## src/rtl/fp_convert_arbiter_if.sv

```systemverilog
// Request, converter and response signals of the shared
// fp32-to-int32 converter arbiter.
interface fp_convert_arbiter_if #(
  parameter int NUM_REQ = 4
);
  localparam int ID_W = (NUM_REQ > 1) ? $clog2(NUM_REQ) : 1;

  logic [NUM_REQ-1:0]    req_valid;
  logic [32*NUM_REQ-1:0] req_data;
  logic [NUM_REQ-1:0]    req_ready;
  logic                  unit_go;
  logic [31:0]           unit_a;
  logic                  unit_done;
  logic [31:0]           unit_result;
  logic                  resp_valid;
  logic                  resp_ready;
  logic [ID_W-1:0]       resp_id;
  logic [31:0]           resp_data;

  modport slave (
    input  req_valid, req_data,
    input  unit_done, unit_result,
    input  resp_ready,
    output req_ready, unit_go, unit_a,
    output resp_valid, resp_id, resp_data
  );

  modport master (
    output req_valid, req_data,
    output unit_done, unit_result,
    output resp_ready,
    input  req_ready, unit_go, unit_a,
    input  resp_valid, resp_id, resp_data
  );
endinterface

```

## src/rtl/fp_convert_arbiter.sv

```systemverilog
// Round-robin arbiter sharing one fixed-latency fp32-to-int32
// converter, with credit-gated issue and a buffered response FIFO.
module fp_convert_arbiter #(
  parameter int NUM_REQ    = 4,
  parameter int RESP_DEPTH = 8
) (
  input  logic                 clock,
  input  logic                 reset_n,
  fp_convert_arbiter_if.slave  bus,
  output logic                 err
);
  localparam int ID_W =
    (NUM_REQ > 1) ? $clog2(NUM_REQ) : 1;
  localparam int CNT_W = $clog2(RESP_DEPTH + 1);
  localparam int PTR_W =
    (RESP_DEPTH > 1) ? $clog2(RESP_DEPTH) : 1;
  localparam logic [CNT_W:0] DEPTH_C =
    (CNT_W + 1)'(RESP_DEPTH);
  localparam logic [ID_W-1:0] LAST_ID =
    ID_W'(NUM_REQ - 1);
  localparam logic [PTR_W-1:0] LAST_PTR =
    PTR_W'(RESP_DEPTH - 1);

  logic [ID_W-1:0]    rr_ptr;
  logic [ID_W-1:0]    grant_idx;
  logic [NUM_REQ-1:0] grant;
  logic               found;
  logic               credit_ok;
  logic               hs;
  logic               done_ok;
  logic               pop;
  logic               go_q;
  logic [31:0]        a_q;
  logic [CNT_W-1:0]   inflight;
  logic [CNT_W-1:0]   resp_count;
  logic [PTR_W-1:0]   tag_wr;
  logic [PTR_W-1:0]   tag_rd;
  logic [PTR_W-1:0]   rsp_wr;
  logic [PTR_W-1:0]   rsp_rd;
  logic [ID_W-1:0]    tag_mem [RESP_DEPTH];
  logic [ID_W-1:0]    id_mem [RESP_DEPTH];
  logic [31:0]        data_mem [RESP_DEPTH];
  logic [31:0]        req_word [NUM_REQ];
  int                 idx;

  function automatic logic [PTR_W-1:0] bump(
    input logic [PTR_W-1:0] p
  );
    return (p == LAST_PTR) ? '0 : p + 1'b1;
  endfunction

  for (genvar i = 0; i < NUM_REQ; i++) begin : g_word
    assign req_word[i] = bus.req_data[32*i +: 32];
  end

  // Registered counts only: a same-cycle pop frees credit next cycle.
  assign credit_ok =
    ({1'b0, inflight} + {1'b0, resp_count}) < DEPTH_C;

  always_comb begin
    grant     = '0;
    grant_idx = '0;
    found     = 1'b0;
    idx       = 0;
    for (int k = 1; k <= NUM_REQ; k++) begin
      idx = (int'(rr_ptr) + k) % NUM_REQ;
      if (!found && bus.req_valid[ID_W'(idx)]) begin
        found     = 1'b1;
        grant_idx = ID_W'(idx);
      end
    end
    if (found && credit_ok) grant[grant_idx] = 1'b1;
  end

  assign hs      = |grant;
  assign done_ok = bus.unit_done && (inflight != '0);
  assign pop     = bus.resp_valid && bus.resp_ready;

  assign bus.req_ready  = grant;
  assign bus.unit_go    = go_q;
  assign bus.unit_a     = a_q;
  assign bus.resp_valid = (resp_count != '0);
  assign bus.resp_id    = id_mem[rsp_rd];
  assign bus.resp_data  = data_mem[rsp_rd];

  always_ff @(posedge clock or negedge reset_n) begin
    if (!reset_n) begin
      rr_ptr     <= LAST_ID;
      go_q       <= 1'b0;
      a_q        <= '0;
      inflight   <= '0;
      resp_count <= '0;
      tag_wr     <= '0;
      tag_rd     <= '0;
      rsp_wr     <= '0;
      rsp_rd     <= '0;
      err        <= 1'b0;
    end else begin
      go_q <= hs;
      if (hs) begin
        rr_ptr <= grant_idx;
        a_q    <= req_word[grant_idx];
        tag_wr <= bump(tag_wr);
      end
      if (done_ok) begin
        tag_rd <= bump(tag_rd);
        rsp_wr <= bump(rsp_wr);
      end
      if (pop) rsp_rd <= bump(rsp_rd);
      if (bus.unit_done && inflight == '0) err <= 1'b1;
      case ({hs, done_ok})
        2'b10:   inflight <= inflight + 1'b1;
        2'b01:   inflight <= inflight - 1'b1;
        default: ;
      endcase
      case ({done_ok, pop})
        2'b10:   resp_count <= resp_count + 1'b1;
        2'b01:   resp_count <= resp_count - 1'b1;
        default: ;
      endcase
    end
  end

  always_ff @(posedge clock) begin
    if (hs) tag_mem[tag_wr] <= grant_idx;
    if (done_ok) begin
      id_mem[rsp_wr]   <= tag_mem[tag_rd];
      data_mem[rsp_wr] <= bus.unit_result;
    end
  end
endmodule

```

## src/flat_wrapper.sv

```systemverilog
// flat-port wrapper written by rule: the top's interface ports become plain ports
module fp_convert_arbiter_flat 
#(
  parameter int NUM_REQ    = 4,
  parameter int RESP_DEPTH = 8
)
  (clock, reset_n, err, bus_req_valid, bus_req_data, bus_unit_done, bus_unit_result, bus_resp_ready, bus_req_ready, bus_unit_go, bus_unit_a, bus_resp_valid, bus_resp_id, bus_resp_data);
  fp_convert_arbiter_if #(.NUM_REQ(NUM_REQ)) bus_i ();
  input  logic clock;
  input  logic reset_n;
  output logic err;
  input wire logic [$bits(bus_i.req_valid)-1:0] bus_req_valid;
  input wire logic [$bits(bus_i.req_data)-1:0] bus_req_data;
  input wire logic [$bits(bus_i.unit_done)-1:0] bus_unit_done;
  input wire logic [$bits(bus_i.unit_result)-1:0] bus_unit_result;
  input wire logic [$bits(bus_i.resp_ready)-1:0] bus_resp_ready;
  output wire logic [$bits(bus_i.req_ready)-1:0] bus_req_ready;
  output wire logic [$bits(bus_i.unit_go)-1:0] bus_unit_go;
  output wire logic [$bits(bus_i.unit_a)-1:0] bus_unit_a;
  output wire logic [$bits(bus_i.resp_valid)-1:0] bus_resp_valid;
  output wire logic [$bits(bus_i.resp_id)-1:0] bus_resp_id;
  output wire logic [$bits(bus_i.resp_data)-1:0] bus_resp_data;
  assign bus_i.req_valid = bus_req_valid;
  assign bus_i.req_data = bus_req_data;
  assign bus_i.unit_done = bus_unit_done;
  assign bus_i.unit_result = bus_unit_result;
  assign bus_i.resp_ready = bus_resp_ready;
  assign bus_req_ready = bus_i.req_ready;
  assign bus_unit_go = bus_i.unit_go;
  assign bus_unit_a = bus_i.unit_a;
  assign bus_resp_valid = bus_i.resp_valid;
  assign bus_resp_id = bus_i.resp_id;
  assign bus_resp_data = bus_i.resp_data;
  fp_convert_arbiter #(.NUM_REQ(NUM_REQ), .RESP_DEPTH(RESP_DEPTH)) u_core (.clock(clock), .reset_n(reset_n), .bus(bus_i), .err(err));
endmodule
```

## config.mk

```make
export PLATFORM = sky130hd
export DESIGN_NAME = fp_convert_arbiter_flat
export DESIGN_NICKNAME = d
export VERILOG_FILES = /design/src/rtl/fp_convert_arbiter_if.sv /design/src/rtl/fp_convert_arbiter.sv /design/src/flat_wrapper.sv
export SDC_FILE = /design/constraint.sdc
export NUM_CORES = 1
export LEC_CHECK = 0
export CAP_MARGIN = 20
export CORE_MARGIN = 1.5
export CORE_UTILIZATION = 40
export CTS_CLUSTER_DIAMETER = 30
export DETAILED_ROUTE_END_ITERATION = 10
export PLACE_DENSITY = 0.65
export SLEW_MARGIN = 20
export SYNTH_ARGS = -nofsm -noshare
export SYNTH_HDL_FRONTEND = slang
export SYNTH_SLANG_ARGS = --single-unit
export TNS_END_PERCENT = 5
```

## constraint.sdc

```tcl
create_clock -name clock -period 4.6 [get_ports clock]
set_input_delay 0.46 -clock clock [delete_from_list [all_inputs] [get_ports clock]]
set_output_delay 0.46 -clock clock [all_outputs]
set_load 0.005 [all_outputs]
```

==> results.py, run 1 <==
metrics = {
    "floorplanning": {
        "rows": 70,
        "die_area_um2": 38240,
        "core_um2": 36520,
        "start_util_pct": 40.61,
        "io_pins": 241,
        "die_h_um": 195.6,
        "die_w_um": 195.6,
    },
    "layout": {
        "final_cell_mix": "edfxtp_1 (288), clkdlybuf4s50_1 (239), clkbuf_16 (74), mux4_2 (72), a211oi_1 (65)",
        "final_area_um2": 20200,
        "syn_to_final_growth_pct": 36.19,
        "register_area_um2": 10060,
        "multi_input_area_um2": 4359,
        "nets": 1388,
        "mostFrequentLayoutCell": "edfxtp_1",
        "drive_above_1_share_pct": 21.55,
        "nFillCells": 2890,
    },
    "synth": {
        "synth_warnings": 0,
        "synth_top_area_share_pct": 58.31,
        "syn_inst": 928,
        "ys_types": 48,
        "syn_area_um2": 14830,
        "yosys.area.top_type": "edfxtp_1",
        "synth_seq_cells": 344,
        "synth-async-reset-ratio_pct": 16.28,
        "syn_area_per_cell_um2": 15.98,
        "syn_nets": 1115,
        "synth-seq-area-share_pct": 67.78,
        "synth_ff_type": "edfxtp_1",
        "synthTopCellsByArea": "edfxtp_1 (58%), mux4_2 (11%), dfrtp_1 (9.1%)",
        "synth_edf_count": 288,
    },
    "run_status": {
        "status": "finished clean",
    },
    "sta": {
        "period_needed_ns": 3.542,
        "setup_tns_ns": 0,
        "hold_viol_final": 0,
        "clock.fmax_mhz": 282.3,
        "setup_viol": 0,
        "slew_viol_final": 0,
        "finalHoldWorstSlack_ns": 0.01693,
        "finClkSkew_ns": 0.02533,
        "finalCritPeriodShare_pct": 77.00,
        "rsz0062_at_grt": "no",
        "tightest_slew_ns": 1.098,
        "maxSlewHeadroom_pct": 26.83,
    },
    "setup_path": {
        "endpoint_kind": "primary output",
        "crit_fanout": 35,
        "crit_arrival_ns": 3.08,
        "start_kind": "register",
        "cp.required_ns": 4.14,
        "crit_type": "reg2out",
    },
    "drt": {
        "drc": 0,
        "avgViaCountPerCell": 5.371,
        "drtIter0Drc": 507,
        "wl_mm": 36.00,
        "dr.pass1.iters": 4,
        "ant_nets": 0,
        "vias": 9297,
        "wl_per_cell_um": 20.79,
    },
    "global_route": {
        "antenna_found_initial": 1,
        "gr-usage-all-layers_pct": 19.17,
        "grt_pass1_vias": 9963,
        "grt_max_degree": 39,
        "grt_pass1_wl_mm": 56.05,
        "grt_overflow_total": 0,
    },
    "cts": {
        "cts.sinks": 344,
        "cts_tree": "built",
        "postCtsSetupBuffers": 0,
        "cts_buffers": 73,
        "cts_resized": 0,
        "holdBufCountCts": 0,
        "clkSlewWorstSetupHoldPaths_ns": 0.05,
        "cts_buffer_depth": 3,
        "clock_latency_ns": 0.56,
        "root_buffer": "clkbuf_16",
        "htree_levels": 3,
    },
    "pwr": {
        "p_leak_uw": 0.007222,
        "vdd_drop_max_mv": 0.3318,
        "power_uw": 14210,
        "power.density_nw_per_um2": 703.7,
    },
    "placement": {
        "io_buffers": 240,
        "finalWeightedCongestion": 1.028,
        "place_area_um2": 17760,
        "dp_hpwl_mm": 21.82,
    },
    "run": {
        "maxCapViolCount": 0,
    },
    "min_path": {
        "hold_class": "in2async",
    },
}
==> state kept, by name (all words and copies together) (netlist names) <==
signal	cells
u_core.rsp_rd	3
u_core.data_mem	256
u_core.tag_rd	3
u_core.tag_mem	16
u_core.rr_ptr	2
u_core.tag_wr	3
u_core.bus.unit_go	1
u_core.rsp_wr	3
u_core.resp_count	4
u_core.err	1
u_core.bus.unit_a	32
u_core.inflight	4
u_core.id_mem	16
==> metrics by stage <==
stage	worst slack (ns)	util (%)	std cells
3_3_place_gp	1.196	48.64	1594
6_report	1.058	55.30	1731
4_1_cts	0.9344	55.30	1730
5_1_grt	0.8573	55.30	1730
2_1_floorplan	0.07298	-	928
3_5_place_dp	1.166	48.64	1594
==> metal layers <==
| layer | vias up | routed length, µm | global-route usage (%) |
|---|---|---|---|
| li1 | 4211 | - | - |
| met4 | 0 | 1319 | 9.589 |
| met5 | - | 0 | 0 |
| met3 | 72 | 2756 | 5.302 |
| met2 | 371 | 17620 | 31.77 |
| met1 | 4643 | 14300 | 23.06 |
==> area by class of cell <==
cell class / count / share of cell area [%]
Antenna cell: 1 / 0.01239
Clock buffer: 79 / 9.261
Clock inverter: 57 / 2.775
Inverter: 42 / 0.7867
Multi-Input combinational cell: 476 / 21.58
Sequential cell: 344 / 49.80
Tap cell: 468 / 2.899
Timing Repair Buffer: 264 / 12.88
==> path summary, 6_finish.rpt <==
path	start	endpoint	slack [ns]	cells after the start
min reg2reg	u_core.err	u_core.err	0.48	1
max in group asynchronous	reset_n	u_core.rr_ptr[0]	3.65	2
max	u_core.rsp_rd[0]	bus_resp_data[26]	1.06	4
min in group clock	bus_req_data[32]	u_core.bus.unit_a[0]	0.45	3
max reg2reg	u_core.inflight[3]	u_core.inflight[3]	1.70	9
min	reset_n	u_core.bus.unit_a[14]	0.02	1
==> synthesized netlist by cell type (2+ instances only) <==
library cell / count
edfxtp_1: 288
mux4_2: 72
a211oi_1: 65
nand2_1: 63
dfrtp_1: 54
nor2_1: 44
inv_1: 41
a21oi_1: 40
mux2_2: 37
and3_1: 33
a31oi_1: 32
clkbuf_1: 32
buf_2: 28
ha_1: 17
nor3_1: 14
a21o_1: 7
nand2b_1: 7
o21ai_0: 6
buf_6: 5
mux2i_1: 4
xnor2_1: 4
o2bb2ai_1: 3
dfstp_2: 2
fa_1: 2
nor2b_1: 2
nor4_1: 2
o21bai_1: 2
xor2_1: 2
==> power breakdown <==
group	internal, µW	leakage, µW	total, µW	switching [µW]
Sequential	4120	0.00325	4680	551
Clock	3400	0.00115	5060	1660
Combinational	2390	0.00281	4480	2090
Total	9910	0.00722	14200	4300
==> cell families after synthesis <==
kind of cell | synth area share (%)
mux | 14.01
fa+ha+maj | 1.704
flops | 67.78
simple gates | 5.594
buf+inv | 3.231
xor+xnor | 0.3543
compound gates | 7.323
==> worst max-delay path, cell delays in order, from the launching register on <==
cell	delay [ns]
dfrtp_4	0.87
buf_4	0.38
mux4_2	0.52
mux2_2	0.29
clkdlybuf4s50_1	0.45
(Power assumes the default switching activity.)
==> run 2: changes to the inputs <==
==> constraint.sdc (replaced) <==
create_clock -name clock -period 3 [get_ports clock]
set_input_delay 0.3 -clock clock [delete_from_list [all_inputs] [get_ports clock]]
set_output_delay 0.3 -clock clock [all_outputs]
set_load 0.005 [all_outputs]
==> results.py, run 2 (synthesized netlist as in run 1, its figures left out) <==
metrics = {
    "layout": {
        "mostFrequentLayoutCell": "edfxtp_1",
        "nets": 1416,
        "syn_to_final_growth_pct": 37.88,
        "register_area_um2": 10060,
        "final_cell_mix": "edfxtp_1 (288), clkdlybuf4s50_1 (214), clkbuf_16 (73), mux4_2 (72), a211oi_1 (64)",
        "antenna_cells": 0,
        "multi_input_area_um2": 4385,
        "final_area_um2": 20450,
        "largest_register_ffs": 256,
        "regMostFlops": "u_core.data_mem",
        "drive_above_1_share_pct": 22.96,
        "nFillCells": 2893,
    },
    "setup_path": {
        "crit_type": "reg2out",
        "endpoint_kind": "primary output",
        "reg2reg_slack_ns": 0.27,
        "ff2ff_path_depth": 10,
        "crit_fanout": 39,
        "cp.required_ns": 2.70,
        "r2r_end": "u_core.inflight[3]",
        "start_kind": "register",
        "timing.rr.start": "u_core.resp_count[3]",
        "crit_arrival_ns": 2.57,
    },
    "sta": {
        "tightest_slew_ns": 0.9446,
        "rsz0062_at_grt": "yes",
        "clock.fmax_mhz": 348.2,
        "setup_viol": 0,
        "hold_viol_final": 0,
        "finClkSkew_ns": 0.01587,
        "slew_viol_final": 0,
        "maxSlewHeadroom_pct": 37.03,
        "finalHoldWorstSlack_ns": 0.3048,
        "finalCritPeriodShare_pct": 95.72,
        "period_needed_ns": 2.872,
    },
    "drt": {
        "vias": 9430,
        "ant_nets": 0,
        "drtIter0Drc": 627,
        "wl_mm": 36.75,
        "drc": 0,
        "dr.pass1.iters": 5,
        "avgViaCountPerCell": 5.379,
        "wl_per_cell_um": 20.96,
    },
    "cts": {
        "cts_buffer_depth": 3,
        "cts_tree": "built",
        "clkSlewWorstSetupHoldPaths_ns": 0.04,
        "clock_latency_ns": 0.56,
        "htree_levels": 3,
        "cts_buffers": 71,
        "cts.sinks": 344,
        "root_buffer": "clkbuf_16",
    },
    "global_route": {
        "grt_pass1_vias": 9853,
        "grt_overflow_total": 0,
        "antenna_found_initial": 0,
        "grt_pass1_wl_mm": 56.49,
        "gr-usage-all-layers_pct": 19.44,
        "grt_max_degree": 40,
    },
    "floorplanning": {
        "rows": 70,
        "start_util_pct": 40.61,
        "die_w_um": 195.6,
        "die_area_um2": 38240,
        "core_um2": 36520,
        "io_pins": 241,
        "die_h_um": 195.6,
    },
    "min_path": {
        "holdPathEnd": "u_core.bus.unit_a[13]",
        "min_from": "bus_req_data[45]",
        "hold_class": "in2reg",
        "hold_path_depth": 3,
    },
    "run": {
        "maxCapViolCount": 0,
    },
    "pwr": {
        "vdd_drop_max_mv": 0.5612,
        "p_leak_uw": 0.007431,
        "power.density_nw_per_um2": 1072,
    },
    "placement": {
        "place_area_um2": 18010,
        "io_buffers": 240,
        "finalWeightedCongestion": 0.8981,
        "dp_hpwl_mm": 22.90,
    },
    "run_status": {
        "status": "finished clean",
    },
}
-- run 2: changes by cell type in the layout (fill, tap and decap cells not counted), sizes merged --
cell	change
buf	+29
bufinv	+1
clkbuf	+5
clkdlybuf4s50	-25
clkinv	-4
clkinvlp	-7
diode	-1
dlygate4sd2	+25
dlygate4sd3	+1
inv	-2
-- run 2: worst max-delay path, cell delays in order, from the launching register on --
cell             delay (ns)
dfrtp_2                0.60
buf_12                 0.28
mux4_2                 0.35
mux2_2                 0.29
clkdlybuf4s50_1        0.45
-- run 2: where the power goes --
part	leakage, µW	switching (µW)	internal, µW
sequential	0.00325	643	6320
clock	0.00114	2440	5220
combinational	0.00303	3500	3780
total	0.00743	6590	15300
-- run 2: area by class of cell --
cell class / instances / area share [%]
Clock inverter: 45 / 2.460
Tap cell: 468 / 2.864
Multi-Input combinational cell: 476 / 21.45
Inverter: 42 / 0.7771
Timing Repair Buffer: 294 / 14.13
Sequential cell: 344 / 49.19
Clock buffer: 84 / 9.135
-- run 2: worst max-delay path by stage --
stage                                     from               endpoint  cells past startpoint
after global routing      u_core.resp_count[3]       bus_req_ready[2]                      7
after detailed placement    u_core.inflight[3]       bus_req_ready[2]                      7
after floorplan             u_core.inflight[0]  u_core.data_mem[2][0]                      3
final                         u_core.rsp_rd[1]      bus_resp_data[21]                      4
after global placement      u_core.inflight[3]       bus_req_ready[2]                      7
after CTS                     u_core.rsp_rd[0]         bus_resp_id[0]                      4
-- run 2: stage by stage --
| step | TNS [ns] | std cells | utilization, % | setup WS (ns) | total power [µW] |
|---|---|---|---|---|---|
| after global routing | -0.004381 | 1753 | 55.99 | -0.004381 | 23090 |
| after global placement | 0 | 1614 | 49.30 | 0.2231 | 14360 |
| after detailed placement | 0 | 1614 | 49.30 | 0.2247 | 14460 |
| after CTS | -0.05223 | 1747 | 55.86 | -0.03938 | 22140 |
| final | 0 | 1753 | 55.99 | 0.1283 | 21910 |
| after floorplan | -61.52 | 928 | - | -0.5855 | 11300 |
-- run 2: what timing repair did --
item / in CTS / in global routing
resized for setup: 30 / 0
setup endpoints to repair: 32 / 9
gates cloned: 0 / 0
pin swaps: 1 / 0
hold buffers: 1 / 0
hold endpoints to repair: 36 / 0
setup buffers: 3 / 6
-- run 2: metal layers --
layer / share of wire [%] / track usage [%] / routed length, µm / vias to the layer above
met3: 7.4 / 5.717 / 2702 / 53
met4: 2.0 / 6.403 / 719 / 0
li1: - / - / - / 4268
met1: 40 / 23.51 / 14650 / 4731
met5: 0 / 0 / 0 / -
met2: 51 / 33.37 / 18670 / 378
